[src/rtl/run_length_detector.sv]
// Multi-channel consecutive-value detector: flags a lane once RUN_LEN valid samples in a row equal MATCH_VAL.
// Latency: det is 1 cycle after the completing sample (Moore), or the same cycle (MEALY=1); det_rise/hit_count are 1 cycle.
// Backpressure: none; samples are taken whenever in_valid is high, and non-valid cycles hold all state.
//
// Ports:
//   clk        rising-edge clock
//   reset_n    asynchronous active-low reset
//   clear      synchronous clear of all lane state and hit_count (beats in_valid/in)
//   in_valid   sample strobe; in[] is only looked at while high
//   in         one sample bit per lane
//   det        per-lane detect level
//   det_rise   registered one-cycle pulse when a lane enters DETECTED
//   hit_count  saturating total of detections across all lanes
module run_length_detector #(
  parameter int CHANNELS  = 4,
  parameter int RUN_LEN   = 3,
  parameter int MATCH_VAL = 1,
  parameter int MEALY     = 0,
  parameter int HIT_W     = 8
) (
  input  logic                clk,
  input  logic                reset_n,
  input  logic                clear,
  input  logic                in_valid,
  input  logic [CHANNELS-1:0] in,
  output logic [CHANNELS-1:0] det,
  output logic [CHANNELS-1:0] det_rise,
  output logic [HIT_W-1:0]    hit_count
);

  // Run counter holds 0..RUN_LEN; a 1-bit counter is enough when RUN_LEN is 1.
  localparam int CNT_W = (RUN_LEN < 2) ? 1 : $clog2(RUN_LEN + 1);
  // Wide enough to add every lane's entry to a full counter without wrapping.
  localparam int SUM_W = HIT_W + $clog2(CHANNELS + 1);

  localparam logic [CNT_W-1:0] CNT_MAX   = CNT_W'(RUN_LEN);
  localparam logic [CNT_W-1:0] CNT_PRE   = CNT_W'(RUN_LEN - 1);
  localparam logic             MATCH_BIT = (MATCH_VAL != 0);
  localparam logic             MEALY_EN  = (MEALY != 0);
  localparam logic [SUM_W-1:0] HIT_SAT   = SUM_W'({HIT_W{1'b1}});

  typedef enum logic [1:0] {
    IDLE     = 2'd0,
    COUNTING = 2'd1,
    DETECTED = 2'd2
  } lane_state_t;

  logic [CNT_W-1:0] cnt_q [CHANNELS];
  logic [CNT_W-1:0] cnt_d [CHANNELS];
  lane_state_t      state [CHANNELS];

  logic [CHANNELS-1:0] match;
  logic [CHANNELS-1:0] detected;
  logic [CHANNELS-1:0] enter;

  logic [SUM_W-1:0] n_enter;
  logic [SUM_W-1:0] hit_sum;
  logic [HIT_W-1:0] hit_d;

  // ------------------------------------------------------------------
  // State register: per-lane run counters plus the registered outputs.
  // ------------------------------------------------------------------
  always_ff @(posedge clk or negedge reset_n) begin
    if (!reset_n) begin
      for (int i = 0; i < CHANNELS; i++) begin
        cnt_q[i] <= '0;
      end
      det_rise  <= '0;
      hit_count <= '0;
    end else begin
      for (int i = 0; i < CHANNELS; i++) begin
        cnt_q[i] <= cnt_d[i];
      end
      det_rise  <= enter;
      hit_count <= hit_d;
    end
  end

  // ------------------------------------------------------------------
  // State decode: the lane state is a pure function of its run counter.
  // ------------------------------------------------------------------
  always_comb begin
    for (int i = 0; i < CHANNELS; i++) begin
      state[i]    = IDLE;
      match[i]    = (in[i] == MATCH_BIT);
      if (cnt_q[i] == CNT_MAX) begin
        state[i] = DETECTED;
      end else if (cnt_q[i] != '0) begin
        state[i] = COUNTING;
      end
      detected[i] = (state[i] == DETECTED);
    end
  end

  // ------------------------------------------------------------------
  // Next state: count matching valid samples, saturating at RUN_LEN.
  // A mismatch from any state drops straight back to IDLE; invalid
  // cycles hold, so gaps in the sample stream do not break a run.
  // ------------------------------------------------------------------
  always_comb begin
    for (int i = 0; i < CHANNELS; i++) begin
      cnt_d[i] = cnt_q[i];
      enter[i] = 1'b0;
      if (clear) begin
        cnt_d[i] = '0;
      end else if (in_valid) begin
        if (!match[i]) begin
          cnt_d[i] = '0;
        end else if (!detected[i]) begin
          cnt_d[i] = cnt_q[i] + CNT_W'(1);
        end
      end
      // Only the RUN_LEN-1 -> RUN_LEN step counts as an entry, so a run that
      // continues past RUN_LEN neither re-pulses nor re-counts.
      enter[i] = !detected[i] && (cnt_d[i] == CNT_MAX);
    end
  end

  // ------------------------------------------------------------------
  // Shared detection counter: add this edge's entries, clamp at all-ones.
  // ------------------------------------------------------------------
  always_comb begin
    n_enter = '0;
    for (int i = 0; i < CHANNELS; i++) begin
      n_enter = n_enter + SUM_W'(enter[i]);
    end
    hit_sum = SUM_W'(hit_count) + n_enter;
    if (clear) begin
      hit_d = '0;
    end else if (hit_sum > HIT_SAT) begin
      hit_d = HIT_SAT[HIT_W-1:0];
    end else begin
      hit_d = hit_sum[HIT_W-1:0];
    end
  end

  // ------------------------------------------------------------------
  // Output decode. In Mealy mode the completing sample raises det in its
  // own cycle; clear suppresses that look-ahead because it wins the edge.
  // ------------------------------------------------------------------
  always_comb begin
    for (int i = 0; i < CHANNELS; i++) begin
      det[i] = detected[i];
      if (MEALY_EN && in_valid && !clear && match[i] && (cnt_q[i] == CNT_PRE)) begin
        det[i] = 1'b1;
      end
    end
  end

endmodule

[config.mk]
export PLATFORM = sky130hd
export DESIGN_NAME = run_length_detector
export DESIGN_NICKNAME = d
export VERILOG_FILES = /design/src/rtl/run_length_detector.sv
export SDC_FILE = /design/constraint.sdc
export NUM_CORES = 1
export LEC_CHECK = 0
export BUFFER_PORTS_ARGS = -buffer_cell sky130_fd_sc_hd__buf_2
export CORE_UTILIZATION = 39
export DETAILED_ROUTE_END_ITERATION = 16
export GPL_ROUTABILITY_DRIVEN = 1
export HOLD_SLACK_MARGIN = 0.05
export SYNTH_ARGS = -nofsm -noshare
export SYNTH_HDL_FRONTEND = slang
export SYNTH_SLANG_ARGS = --single-unit
[constraint.sdc]
create_clock -name clk -period 2.45 [get_ports clk]
set_input_delay 0.1225 -clock clk [delete_from_list [all_inputs] [get_ports clk]]
set_output_delay 0.1225 -clock clk [all_outputs]
set_load 0.03 [all_outputs]
**Word-level counts from Yosys, hierarchy flattened**

Cells that the tools add are included.

- Flip-flop bits (word level): 20
- Output and inout port bits: 16
- Logic and storage cells: 65
- Bits of input ports: 8

- Reduce and logical (&&, ||, !) cells: 12
- Eq/ne operators: 12
- Add/subtract/negate cells: 8
- Order comparisons: 1
- Mux-type cells: 26

Operator list:

| operator | count |
|---|---|
| 2-to-1 mux 2 bit | 20 |
| == test 2 bit, second input constant | 12 |
| 2-to-1 mux 8 bit | 2 |
| adder 8 x 4 -> 9 bit | 1 |
| greater-than comparator 9 x 8 -> 1 bit, second input constant | 1 |
| adder 2 x 1 -> 2 bit, second input constant | 4 |
| nonzero test 2 bit | 4 |
| adder 3 x 1 -> 4 bit | 1 |
| logical AND 1 bit | 4 |
| zero test 1 bit | 4 |
| 2-to-1 mux 1 bit | 4 |
| adder 2 x 1 -> 3 bit | 1 |
| adder 1 x 1 -> 2 bit | 1 |

**Logic depth before layout (Yosys ltp)**

- Depth after elaboration: 17
- Mapped depth: 10

**Worst setup path after synthesis**

Ideal clock, no wire load.

- Path type: reg-to-reg
- Start: register cnt_q[4] in the netlist's numbering
- End: register hit_count[3]
- Setup time: 94 ps
- Path slack: -369 ps
- Buffers on the path: 0
- Stages on the path, launching flop included: 10
- Arrival: 2725 ps
- Required time: 2356 ps
- Period minus slack after synthesis: 2819 ps
- Cells stage by stage: dfrtp_1 and2_1 or4_1 a211o_1 fa_1 inv_1 fa_1 nand4_1 o221a_2 a211oi_1

- Cells in the longest elaborated chain, start to end: 17
- Elaborated cells between the ends (all ways): 20
- Those cells by class: 5 x add/sub; 1 x order compare; 3 x eq/ne; 8 x mux; 3 x reduce/logical

RTL lines:

| element | line | source |
|---|---|---|
| from (decl) | 48 | `logic [CNT_W-1:0] cnt_q [CHANNELS];` |
| from (signal, indexed assignment) | 72 | `cnt_q[i] <= cnt_d[i];` |
| nonzero test 2 bit | 88 | `end else if (cnt_q[i] != '0) begin` |
| 2-to-1 mux 1 bit | 88 |  |
| 2-to-1 mux 2 bit * | 86 | `if (cnt_q[i] == CNT_MAX) begin` |
| == test 2 bit * | 91 | `detected[i] = (state[i] == DETECTED);` |
| via det[1] | 26 | `output logic [CHANNELS-1:0] det,` |
| 2-to-1 mux 2 bit | 109 | `end else if (!detected[i]) begin` |
| 2-to-1 mux 2 bit | 107 | `if (!match[i]) begin` |
| 2-to-1 mux 2 bit | 106 | `end else if (in_valid) begin` |
| [3 not listed] | -- |  |
| adder 1 x 1 -> 2 bit * | 125 | `n_enter = n_enter + SUM_W'(enter[i]);` |
| adder 2 x 1 -> 3 bit * | 125 |  |
| adder 3 x 1 -> 4 bit * | 125 |  |
| adder 8 x 4 -> 9 bit * | 127 | `hit_sum = SUM_W'(hit_count) + n_enter;` |
| greater-than comparator 9 x 8 -> 1 bit | 130 | `end else if (hit_sum > HIT_SAT) begin` |
| 2-to-1 mux 8 bit * | 130 |  |
| 2-to-1 mux 8 bit * | 128 | `if (clear) begin` |
| via hit_d[3] | 58 | `logic [HIT_W-1:0] hit_d;` |
| to (signal assigned) | 75 | `hit_count <= hit_d;` |
| to (decl) | 28 | `output logic [HIT_W-1:0] hit_count` |

The timed path passes the listed nets; every way through them passes the cells marked *.

**Final worst setup path**

- Start: register cnt_q[7] in the netlist's numbering
- End: register hit_count[2]

- Cells in the longest elaborated chain, start to end: 17
- Elaborated cells between the ends (all ways): 20
- Those cells by class: 5 x add/sub; 1 x order compare; 3 x eq/ne; 8 x mux; 3 x reduce/logical

RTL lines:

| element | line | source |
|---|---|---|
| nonzero test 2 bit | 88 |  |
| 2-to-1 mux 1 bit | 88 |  |
| 2-to-1 mux 2 bit | 86 |  |
| == test 2 bit | 91 |  |
| 2-to-1 mux 2 bit | 109 |  |
| 2-to-1 mux 2 bit | 107 |  |
| 2-to-1 mux 2 bit | 106 |  |
| 2-to-1 mux 2 bit | 104 | `if (clear) begin` |
| [2 not listed] | -- |  |
| via enter[0] | 54 | `logic [CHANNELS-1:0] enter;` |
| adder 1 x 1 -> 2 bit * | 125 |  |
| adder 2 x 1 -> 3 bit * | 125 |  |
| adder 3 x 1 -> 4 bit * | 125 |  |
| adder 8 x 4 -> 9 bit * | 127 |  |
| greater-than comparator 9 x 8 -> 1 bit | 130 |  |
| 2-to-1 mux 8 bit * | 130 |  |
| 2-to-1 mux 8 bit * | 128 |  |
| via hit_d[2] | 58 |  |

Marks and branches as above.

==> reports/metrics.cfg <==
[worst_setup_path]
rr_worst_depth=13
critPathRequiredTime_ns=2.64
reg2reg_from=cnt_q[7]
startpoint=cnt_q[7]
path_buf_inv=6
crit_end=hit_count[2]
crit_family=adder cells
ff2ff_setup_slack_ns=-0.12
worstPathArrival_ns=2.76
crit_top_cell=buf_4
cpPeakStageDelay_ns=0.41
worstSetupPathType=reg -> reg
path_cells=nand2_1, nor3_2, buf_4, fa_1, inv_2, fa_2, inv_2, fa_2, buf_4, buf_6, buf_4, xnor2_2, a21oi_2
end_kind=flip-flop
cp-start-kind=flip-flop
r2r-end=hit_count[2]
crit_fanout=5
slowest_stage=fa_1
cp.depth=13

[final_layout]
syn_to_final_growth_pct=31.7
fin_util=0.549
final_net_count=155
antenna_cells=0
drive_gt1_frac=0.387

[synth]
synthTopCellsByArea=dfrtp_1 48%, a21oi_1 6.7%, fa_1 5.8%
synth_warnings=0
yosysMostFrequentCell=dfrtp_1
yosysTopAreaCell=dfrtp_1
synth_seq_cells=20
synth_top_area_share=0.481
yosys-top-cells-count=20 x dfrtp_1, 14 x a21oi_1, 11 x inv_1
avgSynthCellArea_um2=9.91
yosysSeqAreaShare=0.481
synth_cell_types=27
syn_nets=117
synth_edf_count=0
synth_cells=105
async_flop_share=1.00
synth-main-ff-cell=dfrtp_1
syn_area_um2=1040

[routing]
wl_mm=2.31
vias=881
route.detailed.drc=0
drtIter0Drc=12
drt_pass1_iterations=4
drt-wirelength-per-cell_um=13.4
antenna_left=0
routed_via_density=5.12

[timing]
hold_violations=0
finalClockSkew_ns=0.00318
post-route-period-util=1.05
drv_slew=0
rsz0062_at_grt=yes
finalSetupViolCount=4
setup_ws_ns=-0.123
setup-tns-final_ns=-0.348
max_freq_ghz=0.389
min_period_ns=2.57
tightestPinTransition_ns=0.461
slew_headroom=0.692

[clocking]
clock_tree.root_cell=clkbuf_4
clock_latency_ns=0.29
cts_num_sinks=20
cts_max_level=1
clockBufferDepth=2
cts_inserted_buffers=3
path_clk_slew_ns=0.11
cts_tree=yes

[placed_design]
gp_congestion=0.734
dp_slack_ns=-0.125
io_buffers=23
dp.final_hpwl_mm=1.67

[global_route]
antenna_found_initial=0
grt_pass1_vias=826
overflow=0
gr-usage-all-layers=0.177
grt_pass1_wl_mm=3.68
grt_max_degree=21

[floorplanning]
die_w_um=53.7
initial_utilization=0.416
rows=18
fp.coreArea_um2=2500
io_pins=24
die_y_um=53.7
die_area_um2=2880

[status]
outcome=complete, but fails checks
violations=setup timing

[power]
ir_worst_vdd_v=0.000265
power_density_nw_per_um2=430
p_leak_nw=0.667

[flow_run]
maxCapViolCount=0

[min_path]
hp-class=in -> reg
hold_start=in[2]

## metrics by stage
stage | power, mW | instance area [um2] | hold WS (ns) | std cells
3_3_place_gp | 0.401 | 1270 | 0.0995 | 164
3_5_place_dp | 0.403 | 1270 | 0.105 | 164
2_1_floorplan | 0.373 | 1060 | -0.173 | 105
6_report | 0.590 | 1370 | 0.0881 | 172
4_1_cts | 0.598 | 1320 | 0.0776 | 170
5_1_grt | 0.619 | 1370 | 0.0857 | 172
## worst min path at each step
stage                       end  cells past startpoint  slack, ns
floorplan              cnt_q[0]                      0      -0.17
global placement       cnt_q[1]                      1        0.1
detailed placement     cnt_q[1]                      1       0.10
CTS                 det_rise[2]                      3       0.08
global route        det_rise[2]                      3       0.09
finish              det_rise[2]                      3       0.09
## sequential cells by signal, indices dropped and copies added, names as in the netlist
register	cells
cnt_q	8
det_rise	4
hit_count	8
## cells by family (layout without fill, tap and decap cells)
kind of cell | count (synthesis) | after routing | share of synthesized area
AOI/OAI and AO/OA | 28 | 28 | 0.174
xor gates and xnor gates | 1 | 1 | 0.00841
adders and majority gates | 4 | 4 | 0.0697
buffers and inverters | 15 | 52 | 0.0541
DFF | 20 | 20 | 0.481
muxes | 1 | 1 | 0.0108
and+or+nand+nor | 36 | 36 | 0.202
## cell usage in the layout, fill, tap and decap left out
cell type,count
a211o_1,1
a211oi_1,2
a211oi_2,1
a21oi_1,13
a21oi_2,1
a311oi_1,1
and2_1,5
and2_4,1
and3_1,1
and4_1,2
buf_2,23
buf_4,12
buf_6,1
clkbuf_4,3
clkbuf_8,1
dfrtp_1,20
dlygate4sd3_1,1
fa_1,1
fa_2,2
ha_1,1
inv_1,9
inv_2,2
mux2_2,1
nand2_1,3
nand2_2,1
nand2b_1,5
nand4_1,1
nor2_1,1
nor2b_1,7
nor3_1,4
nor3_2,3
o2111a_1,1
o2111ai_1,1
o211ai_1,4
o21ai_0,2
o221a_2,1
or3_1,1
or4_4,1
xnor2_2,1
## layout make-up
type / instances / area, um2
fillers: 228 / 1130
clock buffers: 4 / 36.3
repair buffers: 37 / 226
inverters: 11 / 41.3
flip-flops and latches: 20 / 500
multi-input cells: 70 / 529
well taps: 30 / 37.5
## metal layers
| layer | track usage | up-vias | wire length (um) |
|---|---|---|---|
| li1 | - | 443 | - |
| met1 | 0.246 | 417 | 1100 |
| met2 | 0.274 | 19 | 1090 |
| met3 | 0.0311 | 2 | 103 |
| met4 | 0.0658 | 0 | 10 |
| met5 | 0 | - | 0 |
## worst register-to-register path, cell delays in order, from the launching register on
cell     delay [ns]
dfrtp_1        0.36
nand2_1        0.06
nor3_2         0.18
buf_4          0.14
fa_1           0.41
inv_2          0.08
fa_2           0.22
inv_2          0.04
fa_2           0.37
buf_4          0.15
buf_6          0.11
buf_4          0.13
xnor2_2        0.15
a21oi_2        0.07
## power by group
part           internal (mW)  leakage [nW]  switching (mW)
clock network         0.0905        0.0210           0.100
registers              0.336         0.277         0.00482
logic                 0.0238         0.369          0.0344
## repair_timing
item,CTS,global route
gates resized for setup,0,8
cloned,0,0
setup endpoints to repair,8,8
buffers inserted,1,2
hold buffers,1,0
endpoints found under the hold margin,20,0
pin swaps,2,6
Power figures use the tool's default switching activity.
